## config.mk

```make
export PLATFORM = sky130hd
export DESIGN_NAME = mac_pe
export DESIGN_NICKNAME = d
export VERILOG_FILES = /design/src/rtl/mac_pe.sv
export SDC_FILE = /design/constraint.sdc
export NUM_CORES = 1
export LEC_CHECK = 0
export CELL_PAD_IN_SITES_DETAIL_PLACEMENT = 1
export CELL_PAD_IN_SITES_GLOBAL_PLACEMENT = 1
export CORE_AREA = 2 2 145 147
export CTS_CLUSTER_DIAMETER = 50
export DETAILED_ROUTE_END_ITERATION = 10
export DIE_AREA = 0 0 147 149
export PLACE_DENSITY = 0.79
export SETUP_SLACK_MARGIN = 0.1
export SLEW_MARGIN = 10
export SYNTH_ARGS = -nofsm -noshare
export SYNTH_HDL_FRONTEND = slang
export SYNTH_SLANG_ARGS = --single-unit
```

## constraint.sdc

```tcl
create_clock -name clk -period 13.5 [get_ports clk]
set_input_delay 2.7 -clock clk [delete_from_list [all_inputs] [get_ports clk]]
set_output_delay 2.7 -clock clk [all_outputs]
set_load 0.05 [all_outputs]
```

## src/rtl/mac_pe.sv

```systemverilog
// ---------------------------------------------------------------------------
// mac_pe -- systolic multiply-accumulate processing element.
//
// Forwards A/B operands (with their valids) to neighbouring PEs one cycle
// later, and accumulates a tile of k_len products through a two-stage
// pipeline: stage 1 registers the product, and stage 2 adds it into the
// accumulator. The finished tile result is unloaded on a valid/ready port.
//
// Optional feature macro: MAC_PE_SAT_EN
//   defined   -> stage-2 addition saturates, and sat_flag is a sticky clamp flag
//   undefined -> stage-2 addition wraps, and sat_flag is tied to 0
//
// Ports:
//   clk, reset        clock (rising edge); asynchronous active-low reset
//   signed_mode       1 = two's-complement operands (sampled at tile start)
//   k_len             products per tile, 0 treated as 1 (sampled at tile start)
//   a_in/valid_a      A operand and its valid
//   b_in/valid_b      B operand and its valid
//   a_out/valid_a_out registered A forward (data held when not valid)
//   b_out/valid_b_out registered B forward (data held when not valid)
//   acc_out/acc_valid tile result, stable while acc_valid is high
//   acc_ready         consumer accepts the result
//   busy              PE is inside a tile (not IDLE)
//   overrun           pulse: a pair arrived while the PE could not accept it
//   sat_flag          sticky saturation indicator
// ---------------------------------------------------------------------------
module mac_pe #(
    parameter int A_WIDTH   = 8,
    parameter int B_WIDTH   = 8,
    parameter int ACC_WIDTH = 32,
    parameter int CNT_WIDTH = 8
) (
    input  logic                 clk,
    input  logic                 reset,
    input  logic                 signed_mode,
    input  logic [CNT_WIDTH-1:0] k_len,
    input  logic [A_WIDTH-1:0]   a_in,
    input  logic                 valid_a,
    input  logic [B_WIDTH-1:0]   b_in,
    input  logic                 valid_b,
    output logic [A_WIDTH-1:0]   a_out,
    output logic                 valid_a_out,
    output logic [B_WIDTH-1:0]   b_out,
    output logic                 valid_b_out,
    output logic [ACC_WIDTH-1:0] acc_out,
    output logic                 acc_valid,
    input  logic                 acc_ready,
    output logic                 busy,
    output logic                 overrun,
    output logic                 sat_flag
);

    localparam int P_WIDTH = A_WIDTH + B_WIDTH;

    if (ACC_WIDTH < P_WIDTH) begin : g_width_check
        $error("mac_pe: ACC_WIDTH must be >= A_WIDTH + B_WIDTH");
    end

    typedef enum logic [1:0] {IDLE, ACCUM, FLUSH, DRAIN} state_e;

    state_e                 state_q, state_d;
    logic                   mode_q, mode_d;
    logic [CNT_WIDTH-1:0]   len_q, len_d;
    logic [CNT_WIDTH-1:0]   cnt_q, cnt_d;
    logic [P_WIDTH-1:0]     p_q, p_d;
    logic                   p_vld_q, p_vld_d;
    logic [ACC_WIDTH-1:0]   acc_q, acc_d;
    logic                   acc_valid_q, acc_valid_d;
    logic [A_WIDTH-1:0]     a_fwd_q;
    logic [B_WIDTH-1:0]     b_fwd_q;
    logic                   va_fwd_q, vb_fwd_q;

    logic                   pair, handshake, mode_eff;
    logic [CNT_WIDTH-1:0]   len_eff;
    logic signed [P_WIDTH-1:0] a_x, b_x;
    logic [P_WIDTH-1:0]     prod;
    logic [ACC_WIDTH-1:0]   p_ext, sum_wrap, sum_d;

    assign pair      = valid_a && valid_b;
    assign handshake = (state_q == DRAIN) && acc_valid_q && acc_ready;
    assign len_eff   = (k_len == '0) ? CNT_WIDTH'(1) : k_len;
    // The first pair of a tile is multiplied in the same cycle the mode is
    // latched, so it must see the live input rather than the stale register.
    assign mode_eff  = (state_q == IDLE) ? signed_mode : mode_q;

    // Extending both operands to the product width makes the low P_WIDTH bits
    // of one multiply correct for both signed and unsigned interpretations.
    assign a_x  = mode_eff ? P_WIDTH'($signed(a_in)) : P_WIDTH'(a_in);
    assign b_x  = mode_eff ? P_WIDTH'($signed(b_in)) : P_WIDTH'(b_in);
    assign prod = a_x * b_x;

    // Stage-2 adder: ext(p) follows the mode latched for the current tile.
    always_comb begin
        p_ext    = mode_q ? ACC_WIDTH'($signed(p_q)) : ACC_WIDTH'(p_q);
        sum_wrap = acc_q + p_ext;
        sum_d    = sum_wrap;
    end

`ifdef MAC_PE_SAT_EN
    logic sat_q, sat_hit;
    logic [ACC_WIDTH-1:0] sum_sat;

    always_comb begin
        sat_hit = 1'b0;
        sum_sat = sum_wrap;
        if (mode_q) begin
            // Signed overflow: operands share a sign that the result lost.
            if ((acc_q[ACC_WIDTH-1] == p_ext[ACC_WIDTH-1]) &&
                (sum_wrap[ACC_WIDTH-1] != acc_q[ACC_WIDTH-1])) begin
                sat_hit = 1'b1;
                sum_sat = acc_q[ACC_WIDTH-1] ? {1'b1, {(ACC_WIDTH-1){1'b0}}}
                                             : {1'b0, {(ACC_WIDTH-1){1'b1}}};
            end
        end else if (sum_wrap < acc_q) begin
            // Unsigned carry-out shows up as the sum wrapping below acc.
            sat_hit = 1'b1;
            sum_sat = '1;
        end
    end

    always_ff @(posedge clk or negedge reset) begin
        if (!reset) begin
            sat_q <= 1'b0;
        end else if (handshake) begin
            sat_q <= 1'b0;
        end else if (p_vld_q && sat_hit) begin
            sat_q <= 1'b1;
        end
    end

    assign sat_flag = sat_q;
`else
    logic [ACC_WIDTH-1:0] sum_sat;
    assign sum_sat  = sum_d;
    assign sat_flag = 1'b0;
`endif

    // Next-state logic for the tile FSM and the stage-1 register.
    always_comb begin
        // NOTE: every variable gets its hold value first, so no path through
        // the case statement can leave one unassigned and infer a latch.
        state_d     = state_q;
        mode_d      = mode_q;
        len_d       = len_q;
        cnt_d       = cnt_q;
        p_d         = p_q;
        p_vld_d     = 1'b0;
        acc_valid_d = 1'b0;
        unique case (state_q)
            IDLE: begin
                if (pair) begin
                    mode_d  = signed_mode;
                    len_d   = len_eff;
                    cnt_d   = CNT_WIDTH'(1);
                    p_d     = prod;
                    p_vld_d = 1'b1;
                    state_d = (len_eff == CNT_WIDTH'(1)) ? FLUSH : ACCUM;
                end
            end
            ACCUM: begin
                if (pair) begin
                    cnt_d   = cnt_q + CNT_WIDTH'(1);
                    p_d     = prod;
                    p_vld_d = 1'b1;
                    if (cnt_d == len_q) state_d = FLUSH;
                end
            end
            FLUSH: state_d = DRAIN;
            DRAIN: begin
                // acc_valid is registered, so it rises one cycle into DRAIN
                // and falls on the same edge that returns the FSM to IDLE.
                if (handshake) begin
                    state_d = IDLE;
                    cnt_d   = '0;
                end else begin
                    acc_valid_d = 1'b1;
                end
            end
            default: state_d = IDLE;
        endcase
    end

    always_comb begin
        acc_d = acc_q;
        if (handshake) begin
            acc_d = '0;
        end else if (p_vld_q) begin
            acc_d = sum_sat;
        end
    end

    // NOTE: state registers use non-blocking assignments so every flop samples
    // pre-edge values, independent of the order the blocks are evaluated in.
    always_ff @(posedge clk or negedge reset) begin
        if (!reset) begin
            state_q     <= IDLE;
            mode_q      <= 1'b0;
            len_q       <= '0;
            cnt_q       <= '0;
            p_q         <= '0;
            p_vld_q     <= 1'b0;
            acc_q       <= '0;
            acc_valid_q <= 1'b0;
        end else begin
            state_q     <= state_d;
            mode_q      <= mode_d;
            len_q       <= len_d;
            cnt_q       <= cnt_d;
            p_q         <= p_d;
            p_vld_q     <= p_vld_d;
            acc_q       <= acc_d;
            acc_valid_q <= acc_valid_d;
        end
    end

    // Operand forwarding runs regardless of FSM state.
    always_ff @(posedge clk or negedge reset) begin
        if (!reset) begin
            a_fwd_q  <= '0;
            b_fwd_q  <= '0;
            va_fwd_q <= 1'b0;
            vb_fwd_q <= 1'b0;
        end else begin
            va_fwd_q <= valid_a;
            vb_fwd_q <= valid_b;
            if (valid_a) a_fwd_q <= a_in;
            if (valid_b) b_fwd_q <= b_in;
        end
    end

    assign a_out       = a_fwd_q;
    assign b_out       = b_fwd_q;
    assign valid_a_out = va_fwd_q;
    assign valid_b_out = vb_fwd_q;
    assign acc_out     = acc_q;
    assign acc_valid   = acc_valid_q;
    assign busy        = (state_q != IDLE);
    assign overrun     = pair && ((state_q == FLUSH) || (state_q == DRAIN));

endmodule

```

======== Yosys cells after proc, flatten, opt, wreduce, memory -nomap -nowiden ========
Index checks and enable logic that the tools add are counted.
storage, ports and cells
  register bits after elaboration ......... 87
  input port bits ......................... 30
  output and inout bits ................... 54
  logic and storage cells ................. 60
cells by class
  add/subtract/negate cells ............... 2
  multipliers ............................. 1
  equality and inequality tests ........... 9
  multiplexer cells ....................... 21
  reductions and logical operators ........ 15
operator list
  kind                                           number
  2-to-1 mux 32 bit                              3
  adder 32 bit                                   1
  2-to-1 mux 16 bit                              2
  2-to-1 mux 8 bit                               4
  one-hot mux 8 bit (3 select lines)             1
  multiplier 16 x 16 -> 16 bit                   1
  2-to-1 mux 2 bit                               5
  adder 8 x 1 -> 8 bit, second input constant    1
  == test 8 x 1 -> 1 bit, second input constant  1
  == test 8 bit                                  1
  zero test 8 bit                                1
  != test 2 bit, second input constant           4
  one-hot mux 2 bit (4 select lines)             1
  AND reduction 4 bit                            2
  2-to-1 mux 1 bit                               5
  == test 2 bit, second input constant           2
  logical AND 1 bit                              4
  AND reduction 2 bit                            2
  nonzero test 2 bit                             2
  nonzero test 3 bit                             1
  == test 2 x 1 -> 1 bit, second input constant  1
  zero test 2 bit                                1
  OR reduction 2 bit                             1
  logical OR 1 bit                               1

======== Depth between registers and ports, before layout ========
  depth after elaboration ................. 6
  mapped depth ............................ 28

======== Least setup slack after synthesis ========
OpenSTA, ideal clock, no wires.
  kind .................................... in2reg
  start ................................... in signed_mode
  end ..................................... reg p_q[14]
  arrival ................................. 7944 ps
  required time ........................... 13365 ps
  setup slack ............................. 5422 ps
  stages on the path ...................... 20
  path buffers ............................ 0
  cells stage by stage .................... mux2i_1 -> nor2b_1 -> and2_1 -> fa_1 -> inv_1 -> fa_1 -> inv_1 -> fa_1 -> inv_1 -> fa_1 -> fa_1 -> fa_1 -> inv_1 -> ha_1 -> and3_1 -> a2111oi_1 -> o21bai_1 -> a21oi_1 -> xor2_1 -> o21ai_0
between the ends
  cells in the longest elaborated chain, start to end .. 3
  elaborated cells on any way between the ends .. 4
  those cells by class .................... 1 x mul; 3 x mux
ends and longest elaborated chain
  item                                         RTL line  RTL
  start: declaration                           35        input logic signed_mode,
  2-to-1 mux 1 bit (*)                         84        assign mode_eff = (state_q == IDLE) ? signed_mode : mode_q;
  2-to-1 mux 16 bit, on equally long branches  88, 89
  multiplier 16 x 16 -> 16 bit (*)             90        assign prod = a_x * b_x;
  end signal: assignment                       209       p_q <= p_d;
  end: declaration                             65        logic [P_WIDTH-1:0] p_q, p_d;
Mark *: on every way between the ends. The rest lies on a longest branch, timed or not.
A chain may end at the register's enable or synchronous reset.

======== Final worst setup path ========
  start ................................... in a_in[7]
  end ..................................... reg p_q[14]
between the ends
  cells in the longest elaborated chain, start to end .. 2
ends and longest elaborated chain
  item                          RTL line  RTL
  start: declaration            37        input logic [A_WIDTH-1:0] a_in,
  2-to-1 mux 16 bit             88        assign a_x = mode_eff ? P_WIDTH'($signed(a_in)) : P_WIDTH'(a_in);
  multiplier 16 x 16 -> 16 bit  90
No other way between the ends.

==> reports/metrics.yaml <==
clock_network:
  cts.path.max_buffers: 2
  cts.sinks: 87
  post_cts_resized: 0
  cts_buffers: 9
  cts_root_buf: "clkbuf_16"
  cts_hold_buffers: 0
  post_cts_buffers: 0
  cts_tree: "built"
  clk_latency_ps: 350
  htreeDepth: 3
  path_clk_slew_ps: 70
sta:
  tns_ps: 0
  setup_violations: 0
  maxSlewViolCount: 0
  period_share_pct: 65.5
  hold_viol_final: 0
  rsz0062_at_grt: "no"
  skew_ps: 10.8
  setup_ws_ps: 4650
  worstMarginPinSlew_ps: 898
  whs_ps: 484
  clock.fmax_mhz: 113
  slew_headroom_pct: 40.1
  period_minus_slack_ps: 8850
setup_path:
  start_kind: "primary input"
  crit_fanout: 10
  critPathCaptureType: "register"
  path_class: "primary input to register"
  required_ps: 13720
  worstPathArrival_ps: 9070
placement:
  portBuffers: 82
  gp_congestion: 0.886
  dp_hpwl_um: 19000
  preCtsSetupSlack_ps: 4250
yosys:
  synthArstFlopShare_pct: 100
  synth_seq_cells: 87
  yosys-top-cells-area: "dfrtp_1 24%, fa_1 16%, ha_1 14%"
  syn_nets: 1164
  ys_warn_count: 0
  avgSynthCellArea_um2: 9.27
  syn-instance-count: 965
  syn-cell-area_mm2: 0.00895
  synth_top_area_share_pct: 24.3
  synth_cell_type_count: 57
  ys_seq_area_share_pct: 24.3
  synth_edf_count: 0
  synth_top_area_cell: "dfrtp_1"
  synth_flop_cell: "dfrtp_1"
global_routing:
  grt-ovfl-total: 0
  grt_antenna_before_repair: 0
  grt_max_degree: 66
  grt_usage_pct: 22.5
  grt_pass1_vias: 7681
  grt_pass1_wl_um: 39000
die:
  start_util_pct: 43.5
  rows: 53
  dieWidth_um: 147
  die-area_mm2: 0.0219
  core_area_mm2: 0.0206
  die_h_um: 149
  io-pin-count: 84
final_layout:
  layout_common_cells: "126 x inv_1, 98 x ha_1, 86 x dfrtp_1"
  final_util_pct: 50.5
  num_antenna_cells: 0
  area_delta_synth_final_pct: 16.0
  mostFrequentLayoutCell: "inv_1"
  n_fill_cell: 2395
  layout-drive-gt1-share_pct: 5.41
  nets: 1229
detailed_routing:
  via_per_inst: 5.40
  num_vias: 7068
  drc: 0
  drtAntennaViolNets: 0
  drt_iter0_drc: 240
  wl_um: 23900
  wl_per_cell_um: 18.2
  dr.pass1.iters: 4
worst_hold_path:
  min_path_type: "register to register"
run_status:
  run_status: "finished, final reports clean"
flow_run:
  cap_violations: 0
==> critical path, stage by stage <==
cell	delay (ps)
clkdlybuf4s50_1	680
nor2b_1	420
and2_1	300
fa_1	490
inv_1	240
fa_1	460
inv_1	90
fa_1	430
inv_1	80
fa_1	440
fa_1	530
fa_1	540
inv_1	40
ha_1	340
and3_1	200
a2111oi_1	530
o21bai_1	120
a21oi_1	180
xor2_1	160
o21ai_0	80
==> path summary, 6_finish.rpt <==
kind	end	slack, ps	cells past startpoint	from
worst max-delay path	p_q[14]	4650	20	a_in[7]
worst min-delay path	p_q[0]	480	2	p_q[0]
worst max register to register	p_q[14]	6610	22	state_q[0]
worst min register to register	p_q[0]	480	2	p_q[0]
max in group asynchronous	len_q[7]	10060	2	reset
min in group asynchronous	acc_out[7]	2240	1	reset
==> routing by layer <==
layer  vias up  wire, um  GRT usage, %
met1      3598     10200          27.1
met4         0       497          6.59
li1       3336         -             -
met2        99     12700          42.0
met5         -         0             0
met3        35       513          3.00
==> synthesized netlist by cell type (7+ instances only) <==
cell type and instances:
nand2_1 83, a21oi_1 36, xnor2_1 46, nor2_1 46, and3_1 8, a211oi_1 10, ha_1 98, clkbuf_1 28
mux2_2 26, a31oi_1 8, mux2i_1 24, nand3b_1 7, nand3_1 18, a21o_1 14, xor2_1 23, and2_1 65
nand2b_1 8, fa_1 71, inv_1 126, o21ai_0 51, dfrtp_1 87
==> metrics by stage <==
stage | instance area (um2) | cells
after global routing | 10400 | 1310
after CTS | 10400 | 1310
after global placement | 10000 | 1294
after detailed placement | 10000 | 1294
after floorplan | 8950 | 965
final | 10400 | 1310
==> registers in the layout, indices dropped and copies added (netlist names) <==
| name | flops |
|---|---|
| a_out | 8 |
| acc_out | 32 |
| acc_valid | 1 |
| b_out | 8 |
| cnt_q | 8 |
| len_q | 8 |
| mode_q | 1 |
| p_q | 16 |
| p_vld_q | 1 |
| state_q | 2 |
| valid_a_out | 1 |
| valid_b_out | 1 |
==> area by class of cell <==
class	count	area [um2]	area share, %
clock buffers	10	239	2.30
clock inverters	6	116	1.12
inverters	126	473	4.56
multi-input cells	719	6170	59.5
flip-flops and latches	87	2180	21.0
well taps	275	344	3.32
repair buffers	87	856	8.25
==> cell families after synthesis <==
group / share of synthesized area, %
other: 0.0419
AO/OA/AOI/OAI: 11.3
buffers and inverters: 6.73
multiplexers: 5.96
flip-flops: 24.3
adder cells (fa/ha/maj): 29.6
XOR/XNOR: 6.75
AND/OR/NAND/NOR: 15.3
Power is left out: the tool's default activity adds up to more than one toggle a clock period on the data nets, which glitch-free logic cannot reach.
